`src/rtl/axis_mux_frame_sel.sv`:
```
// Selector controller for a two-input AXI4-Stream video mux: moves the mux
// select only on a frame boundary of the active source, with a stall timeout.
module axis_mux_frame_sel #(
   parameter int LINES    = 1080,
   parameter int TIMEOUT  = 1 << 20,
   parameter bit INIT_SEL = 1'b0
) (
   input  logic                       aclk,
   input  logic                       reset,
   input  logic                       sel_req,
   input  logic                       s0_tvalid,
   input  logic                       s0_tuser,
   input  logic                       s0_tlast,
   input  logic                       s1_tvalid,
   input  logic                       s1_tuser,
   input  logic                       s1_tlast,
   input  logic                       m_tready,
   output logic                       selector,
   output logic                       busy,
   output logic                       switch_done,
   output logic                       timeout_flag,
   output logic [$clog2(LINES+1)-1:0] line_cnt
);

   localparam int CW = $clog2(LINES + 1);
   localparam int TW = (TIMEOUT > 1) ? $clog2(TIMEOUT) : 1;
   localparam logic [CW-1:0] LAST_LINE = CW'(LINES - 1);
   localparam logic [CW-1:0] MAX_LINE  = CW'(LINES);
   localparam logic [TW-1:0] T_LAST    = TW'(TIMEOUT - 1);

   typedef enum logic [1:0] {
      LOCKED,
      WAIT_EOF,
      WAIT_SOF
   } state_t;

   state_t          r_state;
   state_t          w_state_next;
   logic            r_sel;
   logic            r_done;
   logic            r_tflag;
   logic [CW-1:0]   r_line;
   logic [TW-1:0]   r_tcnt;

   logic            w_valid;
   logic            w_user;
   logic            w_last;
   logic            w_beat;
   logic            w_sof;
   logic            w_eol;
   logic [CW-1:0]   w_line_idx;
   logic            w_last_line;
   logic            w_toggle;
   logic            w_force;
   logic            w_done;

   // Beat qualification always follows the currently selected source.
   always_comb begin
      w_valid    = r_sel ? s1_tvalid : s0_tvalid;
      w_user     = r_sel ? s1_tuser  : s0_tuser;
      w_last     = r_sel ? s1_tlast  : s0_tlast;
      w_beat     = w_valid & m_tready;
      w_sof      = w_beat & w_user;
      w_eol      = w_beat & w_last;
      // An SOF beat that also ends a line belongs to line 0 of the new frame.
      w_line_idx = w_sof ? '0 : r_line;
      w_last_line = w_eol && ((LINES == 1) || (w_line_idx == LAST_LINE));
   end

   always_comb begin
      w_state_next = r_state;
      w_toggle     = 1'b0;
      w_force      = 1'b0;
      w_done       = 1'b0;
      case (r_state)
         LOCKED: begin
            if (sel_req != r_sel)
               w_state_next = WAIT_EOF;
         end
         WAIT_EOF: begin
            // Revert beats end-of-frame; end-of-frame beats timeout.
            if (sel_req == r_sel) begin
               w_state_next = LOCKED;
            end else if (w_last_line) begin
               w_toggle     = 1'b1;
               w_state_next = WAIT_SOF;
            end else if (r_tcnt == T_LAST) begin
               w_toggle     = 1'b1;
               w_force      = 1'b1;
               w_state_next = WAIT_SOF;
            end
         end
         WAIT_SOF: begin
            if (w_sof) begin
               w_done       = 1'b1;
               w_state_next = LOCKED;
            end
         end
         default: w_state_next = LOCKED;
      endcase
   end

   always_ff @(posedge aclk) begin
      if (reset) begin
         r_state <= LOCKED;
         r_sel   <= INIT_SEL;
         r_done  <= 1'b0;
         r_tflag <= 1'b0;
         r_line  <= '0;
         r_tcnt  <= '0;
      end else begin
         r_state <= w_state_next;
         r_done  <= w_done;
         if (w_toggle)
            r_sel <= ~r_sel;
         if (w_force)
            r_tflag <= 1'b1;

         if (r_state == WAIT_EOF)
            r_tcnt <= r_tcnt + 1'b1;
         else
            r_tcnt <= '0;

         // Long frames saturate so no switch happens until the next SOF.
         if (w_toggle)
            r_line <= '0;
         else if (w_sof)
            r_line <= w_last ? CW'(1) : '0;
         else if (w_eol && (r_line != MAX_LINE))
            r_line <= r_line + 1'b1;
      end
   end

   assign selector     = r_sel;
   assign busy         = (r_state != LOCKED);
   assign switch_done  = r_done;
   assign timeout_flag = r_tflag;
   assign line_cnt     = r_line;

endmodule

```
`config.mk`:
```
export PLATFORM = sky130hd
export DESIGN_NAME = axis_mux_frame_sel
export DESIGN_NICKNAME = d
export VERILOG_FILES = /design/src/rtl/axis_mux_frame_sel.sv
export SDC_FILE = /design/constraint.sdc
export NUM_CORES = 1
export LEC_CHECK = 0
export CAP_MARGIN = 5
export CORE_ASPECT_RATIO = 0.9
export CORE_MARGIN = 2
export CORE_UTILIZATION = 32
export CTS_CLUSTER_SIZE = 30
export DETAILED_ROUTE_END_ITERATION = 7
export PLACE_DENSITY_LB_ADDON = 0.05
export SYNTH_ARGS = -nofsm -noshare
export SYNTH_HDL_FRONTEND = slang
export SYNTH_SLANG_ARGS = --single-unit
```
`constraint.sdc`:
```
create_clock -name aclk -period 5.9 [get_ports aclk]
set_clock_uncertainty 0.2 [all_clocks]
set_input_delay 1.77 -clock aclk [delete_from_list [all_inputs] [get_ports aclk]]
set_output_delay 1.77 -clock aclk [all_outputs]
set_load 0.01 [all_outputs]
```
**Yosys cells after proc, flatten, opt, wreduce, memory -nomap -nowiden**

Index checks and enable logic that the tools add are counted.

- Flip-flop bits (word level): 36
- Bits of input ports: 10
- Output and inout port bits: 15
- Word-level logic and storage cells: 54

- $add $sub $neg: 2
- Eq/ne operators: 10
- Muxes and demuxes: 21
- Bitwise logic cells: 6
- Reductions and logical operators: 9

Operators with widths:

| operator | count |
|---|---|
| 2-to-1 mux 11 bit | 3 |
| adder 20 x 1 -> 20 bit (second input constant) | 1 |
| == test 20 bit (second input constant) | 1 |
| 2-to-1 mux 1 bit | 12 |
| adder 11 x 1 -> 11 bit (second input constant) | 1 |
| == test 11 bit (second input constant) | 1 |
| != test 11 bit (second input constant) | 1 |
| 2-to-1 mux 2 bit | 5 |
| case mux 2 bit (3 select lines) | 1 |
| OR reduction 2 bit | 3 |
| != test 2 bit (second input constant) | 2 |
| != test 4 bit (second input constant) | 1 |
| nonzero test 2 bit | 2 |
| bitwise AND 1 bit | 3 |
| NOT 1 bit | 3 |
| AND reduction 3 bit | 1 |
| == test 2 x 1 -> 1 bit (second input constant) | 1 |
| == test 2 bit (second input constant) | 1 |
| logical AND 1 bit | 2 |
| logical NOT 2 bit | 1 |
| == test 1 bit | 1 |
| != test 1 bit | 1 |

**Depth between registers and ports, before layout**

Gate-level depths: netlist (run 1).

- Depth in word-level cells: 10
- Depth in mapped cells: 7
- Mapped depth without buffers: 7

**Least setup slack after synthesis (run 1)**

No wires, ideal clock.

- Path kind: input to register
- Start: input s1_tlast
- End: register r_line[0], in the netlist line_cnt[0]
- Arrival time: 2.902 ns
- Required time: 5.597 ns
- Slack: 2.695 ns
- Cell stages on the path: 5
- Path buffers: 0
- Path through: and4_1 -> o21a_1 -> a22oi_1 -> nor2_1 -> a2111oi_2

- Longest elaborated chain between the ends: 7
- Elaborated cells between the ends (all ways): 11
- Classes of those cells: mux: 6; bitwise: 1; reduce/logical: 4

Ends and longest elaborated chain:

| item | line | source |
|---|---|---|
| from (decl) | 16 | `input logic s1_tlast,` |
| 2-to-1 mux 1 bit * | 61 | `w_last = r_sel ? s1_tlast : s0_tlast;` |
| bitwise AND 1 bit | 64 | `w_eol = w_beat & w_last;` |
| logical AND 1 bit | 67 | `w_last_line = w_eol && ((LINES == 1) \|\| (w_line_idx == LAST_LINE));` |
| 2-to-1 mux 1 bit | 84 | `end else if (w_last_line) begin` |
| 2-to-1 mux 1 bit | 82 | `if (sel_req == r_sel) begin` |
| 2-to-1 mux 1 bit | 75 | `case (r_state)` |
| OR reduction 2 bit (no source line) | n/a |  |
| to (signal assigned) | 128 | `r_line <= w_last ? CW'(1) : '0;` |
| to (signal assigned) | 130 | `r_line <= r_line + 1'b1;` |
| to (decl) | 42 | `logic [CW-1:0] r_line;` |

Every way passes the cells marked *; elsewhere a longest branch is shown, timed or not.
A chain may end at the register's enable or synchronous reset.

**Worst setup path in the final report (run 1)**

- Start: input m_tready
- End: register r_line[5], in the netlist line_cnt[5]

- Longest elaborated chain between the ends: 9
- Elaborated cells between the ends (all ways): 13
- Classes of those cells: eq/ne: 1; mux: 5; bitwise: 3; reduce/logical: 4

Ends and longest elaborated chain:

| item | line | source |
|---|---|---|
| from (decl) | 17 | `input logic m_tready,` |
| bitwise AND 1 bit * | 62 | `w_beat = w_valid & m_tready;` |
| bitwise AND 1 bit | 63 | `w_sof = w_beat & w_user;` |
| 2-to-1 mux 11 bit | 66 | `w_line_idx = w_sof ? '0 : r_line;` |
| == test 11 bit | 67 |  |
| logical AND 1 bit | 67 |  |
| 2-to-1 mux 1 bit | 84 |  |
| 2-to-1 mux 1 bit | 82 |  |
| 2-to-1 mux 1 bit | 75 |  |
| OR reduction 2 bit (no source line) | n/a |  |

Marks and branches as above.

==> results of run 1 <==
-- registers in the layout, indices dropped and copies added (netlist names) --
name,count
r_tcnt,20
switch_done,1
line_cnt,11
timeout_flag,1
selector,1
r_state,2
-- cell type report --
type,instances,share of cell area
multi-input cells,143,0.447
inverters,5,0.00898
repair buffers,24,0.115
clock inverters,2,0.00479
well taps,67,0.0401
flip-flops and latches,36,0.345
clock buffers,6,0.0395
-- report_power, final --
part,internal (mW),switching [mW],leakage [nW]
Combinational,0.0127,0.0120,0.361
Clock,0.0932,0.0860,0.0510
Sequential,0.245,0.00207,0.290
-- stage by stage --
stage	utilization	power [mW]
after CTS	0.405	0.461
after global routing	0.405	0.474
final	0.405	0.451
after global placement	0.387	0.277
after floorplan	-	0.265
after detailed placement	0.387	0.277
-- placed cells by master, fill, tap and decap left out, types with 4 or more instances in the layout --
cell	count
inv_1	5
nor2_1	35
nand3_1	8
and4_1	5
nand4_1	7
xnor2_1	12
nand2_1	9
clkbuf_8	6
nor4_1	5
clkdlybuf4s50_1	24
and3_1	4
xor2_1	14
dfxtp_1	36
a21oi_1	5
-- routing by layer --
| layer | share of wire | up-vias |
|---|---|---|
| li1 | - | 713 |
| met1 | 0.45 | 638 |
| met2 | 0.47 | 23 |
| met3 | 0.054 | 8 |
| met4 | 0.020 | 0 |
| met5 | 0 | - |
-- worst paths after layout --
check / endpoint
setup reg to reg: line_cnt[5]
hold / removal: timeout_flag
hold reg to reg: timeout_flag
setup / recovery: line_cnt[5]
-- worst max-delay path: cells and delay by family --
family,cells,cell delay (ns)
AO/OA/AOI/OAI,3,0.94
buffers and inverters,1,0.49
AND/OR/NAND/NOR,2,0.42
-- logic make-up (layout without fill, tap and decap cells) --
kind of cell	after synthesis	in the layout	synth area share
buffers and inverters	8	37	0.0186
DFF	36	36	0.428
adders and majority gates	3	3	0.0223
AOI/OAI and AO/OA	19	19	0.0861
muxes	3	3	0.0186
xor gates and xnor gates	26	26	0.135
and+or+nand+nor	92	92	0.292
==> impl_results.md, run 1 <==
- CP peak stage delay: 0.49 ns
- Main flop type after synthesis: dfxtp_1
- Hold path depth: 2
- Met2 usage: 0.219
- R2r worst-path depth: 6
- DR vias: 1382
- Clk sinks: 36
- Critical-path cell list: clkdlybuf4s50_1 -> and4b_1 -> o21a_1 -> a22oi_1 -> o211ai_2 -> nor2_1
- Final-report setup violation count: 0
- Slew HR: 0.463
- Vias in the first global route: 1316
- Type of the tightest min-delay check: reg2reg
- Reg2reg start: r_tcnt[0]
- Avg Cell Area, Syn: 9.01 µm²
- Number of flops mapped to enable cells by yosys: 0
- Iteration-0 DRC Markers: 28
- Post-CTS Setup Bufs: 0
- Initial antenna violation count: 0
- Fin. max-slew vios: 0
- Outcome: finished, final reports clean
- Met3 Track Usage GR: 0.0470
- Layout area overhead: 24.0%
- Top cell type's share of synthesized area: 0.428
- WL/cell: 12.1 µm
- Dpl hpwl: 2510 µm
- Port buffer count: 24
- Worst Setup Path Type: in2reg
- Unrepaired setup endpoints after global routing: no
- Drt first pass iters: 3
- Worst path required time: 5.86 ns
- #FFs+latches synth: 36
- Worst-margin pin slew: 0.804 ns
- Tcrit/Tclk final: 0.622
- Pre-CTS setup slack: 1.94 ns
- Clock Pin Slew Worst Setup and Hold Paths: 0.07 ns
- Final std cells w/o fill: 283
- Hold-fix buffers, CTS: 0
- # Max-Cap Violations: 0
- Core Footprint: 0.00516 mm²
- Register Area: 721 µm²
- Design Area, Final: 0.00209 mm²
- Via density: 4.88
- Most frequent cell after synthesis: dfxtp_1
- FMAX: 273 MHz
- Hold slack: 0.248 ns
- Syn Inst Count: 187
- Worst setup margin: 2.23 ns
- PD cells: 216 mW/mm²
- Worst setup EP type: flop
- Gates resized, CTS repair: 0
- Layout net count: 228
- Register area share after synthesis: 0.428
- Final ANT Viol Nets: 0
- M1 GR Usage: 0.145
- Crit path time final: 3.67 ns
- Starting Density: 0.327
- Synth area leaders: dfxtp_1, nor2_1, xor2_1
- Drt drc: 0
- Final Wtd Congestion: 0.714
- Placed cells: 275
- FFs w/ async S/R, synth: 0
- Ys Warns: 0
- R2R setup slack: 3.36 ns
- Setup TNS: 0 ns
- Clock Tree Buf Depth: 2
- Post-synthesis net count: 200
- Antenna cells: 0
- CP Data Arrival Time: 3.62 ns
- I/O Pins: 25
- Die height: 72.9 µm
- Global routing's busiest layer: met2
- Most frequent cells after synthesis: dfxtp_1, nor2_1, xor2_1, xnor2_1, nand2_1
- Worst Min Path Start: timeout_flag
- Synth Cell Area: 0.00169 mm²
- Tot GR Track Use: 0.129
- Total Wirelength: 3440 µm
- CTS buffer count: 5
- Fillcell total: 536
- Total grt overflow: 0
- Global-route wire length before repair: 5800 µm
- Die area: 0.00586 mm²
- Lkg Pwr: 0.702 nW
- Crit path from: m_tready
- Type of origin of the critical path: input pin
- Pin count of the biggest net entering global routing: 21
- Multi-input gate area: 933 µm²
- Final Hold Fails: 0
- Placed cell area: 0.00200 mm²
- CTS tree: done
- Unique masters post-synth: 38
- Maximum vdd ir drop: 93.5 µV
- Die Wd: 80.5 µm
- Later-pin clock latency in the skew report: 0.28 ns
- Area leader, netlist: dfxtp_1
- Slowest CP cell: clkdlybuf4s50_1
- Share of cells above drive strength 1: 0.0694
- CTS H-tree depth: 2
- Rows: 25
- Crit Path Max Fanout: 10
- Clock root cell: clkbuf_8
Power figures use the tool's default switching activity.
==> run 2, diff against run 1 <==
==> constraint.sdc (replaced) <==
create_clock -name aclk -period 3.1 [get_ports aclk]
set_clock_uncertainty 0.2 [all_clocks]
set_input_delay 0.93 -clock aclk [delete_from_list [all_inputs] [get_ports aclk]]
set_output_delay 0.93 -clock aclk [all_outputs]
set_load 0.01 [all_outputs]
==> run 2 against run 1 <==
  * Wire length rose by 2.1%
  * Combinational power grew 97%
  * Clock power is 72% higher
  * Register-to-register slack lost 2.8 ns
  * Final cell count up 0.71%
  * First-iteration DRC count is 86% higher
  * Setup slack got worse by 1.8 ns
  * Hold slack about the same
  * Utilization grew 0.15 points
  * Flip-flop and latch count did not move
  * Global-route usage grew 0.23 points
  * Largest power group unchanged
  * Highest routed layer unchanged
==> impl_results.md, run 2 (synthesis gave the netlist of run 1 again) <==
- P_sw: 0.183 mW (was 0.100 mW)
- CTS buffer count: 5 (unchanged)
- Die height: 72.9 µm (unchanged)
- Dpl hpwl: 2540 µm (was 2510 µm)
- Gates resized, CTS repair: 0 (unchanged)
- Core Footprint: 0.00516 mm² (unchanged)
- Outcome: finished, final reports clean (unchanged)
- Worst setup EP type: flop (unchanged)
- Initial antenna violation count: 0 (unchanged)
- Pre-CTS setup slack: 0.0476 ns (was 1.94 ns)
- Final Hold Fails: 0 (unchanged)
- Internal Power: 0.644 mW (was 0.351 mW)
- DR vias: 1388 (was 1382)
- Most frequent cells in the layout: dfxtp_1, nor2_1, clkdlybuf4s50_1 (unchanged)
- Die Wd: 80.5 µm (unchanged)
- WL/cell: 12.3 µm (was 12.1 µm)
- Layout net count: 231 (was 228)
- Layout area overhead: 24.4% (was 24.0%)
- Worst-margin pin slew: 0.701 ns (was 0.804 ns)
- Clock Tree Buf Depth: 2 (unchanged)
- Pin count of the biggest net entering global routing: 21 (unchanged)
- Drt first pass iters: 4 (was 3)
- Total grt overflow: 0 (unchanged)
- Clk sinks: 36 (unchanged)
- Later-pin clock latency in the skew report: 0.28 ns (about the same)
- Biggest register: r_tcnt (unchanged)
- Starting Density: 0.327 (unchanged)
- Worst Setup Path Type: in2reg (unchanged)
- Antenna cells: 0 (unchanged)
- Global routing's busiest layer: met2 (unchanged)
- FMAX: 369 MHz
- Hold endpoint: timeout_flag (unchanged)
- Port buffer count: 24 (unchanged)
- Global-route wire length before repair: 5940 µm (was 5800 µm)
- Vias in the first global route: 1339 (was 1316)
- Combinational share of power: 0.059 (was 0.055)
- PD cells: 394 mW/mm² (was 216 mW/mm²)
- Met3 Track Usage GR: 0.0359 (was 0.0470)
- Crit Path Max Fanout: 10 (unchanged)
- # Max-Cap Violations: 0 (unchanged)
- CTS tree: done (unchanged)
- Tcrit/Tclk final: 0.875
- Rows: 25 (unchanged)
- Maximum vdd ir drop: 290 µV (was 93.5 µV)
- Post-CTS Setup Bufs: 0 (unchanged)
- Worst path required time: 3.05 ns (was 5.86 ns)
- Clock Pin Slew Worst Setup and Hold Paths: 0.07 ns (about the same)
- Met2 usage: 0.236 (was 0.219)
- Lkg Pwr: 0.706 nW (was 0.702 nW)
- CTS H-tree depth: 2 (unchanged)
- I/O Pins: 25 (unchanged)
- Reg2reg start: r_tcnt[0] (unchanged)
- Commonest non-fill, non-tap cell in the layout: dfxtp_1 (unchanged)
- Worst setup margin: 0.387 ns (was 2.23 ns)
- Type of the tightest min-delay check: reg2reg (unchanged)
- Share of cells above drive strength 1: 0.0734 (was 0.0694)
- Worst reg2reg path endpoint: line_cnt[2] (was line_cnt[5])
- Worst Min Path Start: timeout_flag (unchanged)
- Drt drc: 0 (unchanged)
- Clk pwr share: 0.372 (was 0.398)
- Total Wirelength: 3510 µm (was 3440 µm)
- Crit path time final: 2.71 ns
- Max FFs per register: 20 (unchanged)
- Via density: 4.87 (was 4.88)
- Die area: 0.00586 mm² (unchanged)
- Clock root cell: clkbuf_8 (unchanged)
- Final ANT Viol Nets: 0 (unchanged)
- Switching Share: 0.221 (was 0.222)
- Tot GR Track Use: 0.131 (was 0.129)
- Final-report setup violation count: 0 (unchanged)
- Iteration-0 DRC Markers: 52 (was 28)
- R2R setup slack: 0.54 ns (was 3.36 ns)
- Final Wtd Congestion: 0.753 (was 0.714)
- CP Data Arrival Time: 2.67 ns (was 3.62 ns)
- Hold slack: 0.247 ns (was 0.248 ns)
- R2r worst-path depth: 6 (unchanged)
- Slew HR: 0.528 (was 0.463)
- Type of origin of the critical path: input pin (unchanged)
- Fin. max-slew vios: 0 (unchanged)
- Hold path depth: 2 (unchanged)
- Hold-fix buffers, CTS: 0 (unchanged)
- Flop pwr share: 0.568 (was 0.548)
- Setup TNS: 0 ns (unchanged)
- M1 GR Usage: 0.147 (was 0.145)
- Fillcell total: 540 (was 536)
- Unrepaired setup endpoints after global routing: no (unchanged)
run 2: cell count changes in the layout (fill, tap and decap cells not counted):
cell | previous run | this run
buf_4 | 0 | 3
clkbuf_1 | 0 | 1
clkinv_2 | 2 | 1
clkbuf_8 | 6 | 5
run 2: layout make-up:
type,instances,area (µm²),area share
Sequential cell,36,721,0.344
Multi-Input combinational cell,143,933,0.445
Timing Repair Buffer,27,263,0.125
Clock buffer,6,72.6,0.0346
Tap cell,67,83.8,0.0400
Clock inverter,1,5.00,0.00239
Inverter,5,18.8,0.00895
run 2: worst max path at each step:
stage | startpoint | to | depth (start not counted)
finish | s1_tuser | line_cnt[2] | 6
global route | s0_tuser | line_cnt[2] | 6
CTS | s1_tuser | line_cnt[3] | 6
detailed placement | s1_tuser | line_cnt[4] | 6
global placement | s1_tuser | line_cnt[10] | 6
floorplan | s1_tlast | line_cnt[0] | 5
run 2: worst max-delay path, cell delays in order:
cell and delay, ns:
clkdlybuf4s50_1 0.41, mux2_2 0.27, nor4_1 0.30, a22oi_1 0.21, o211ai_2 0.45, nor2_1 0.10
run 2: stage by stage:
| step | instances | power (mW) | utilization | area, µm² |
|---|---|---|---|---|
| after floorplan | 187 | 0.504 | - | 1690 |
| after global placement | 278 | 0.529 | 0.391 | 2020 |
| after detailed placement | 278 | 0.530 | 0.391 | 2020 |
| after CTS | 285 | 0.845 | 0.406 | 2100 |
| after global routing | 285 | 0.870 | 0.406 | 2100 |
| final | 285 | 0.827 | 0.406 | 2100 |
run 2: power by group through the flow:
stage               Sequential [mW]  Combinational (mW)  Clock, mW
floorplan                     0.480              0.0238          0
global placement              0.480              0.0483          0
detailed placement            0.481              0.0493          0
CTS                           0.470              0.0499      0.325
global route                  0.470              0.0547      0.345
finish                        0.470              0.0489      0.308
run 2: layer usage:
metal / share of wire / vias to the layer above
li1: - / 722
met1: 0.46 / 637
met2: 0.48 / 24
met3: 0.047 / 5
met4: 0.013 / 0
met5: 0 / -
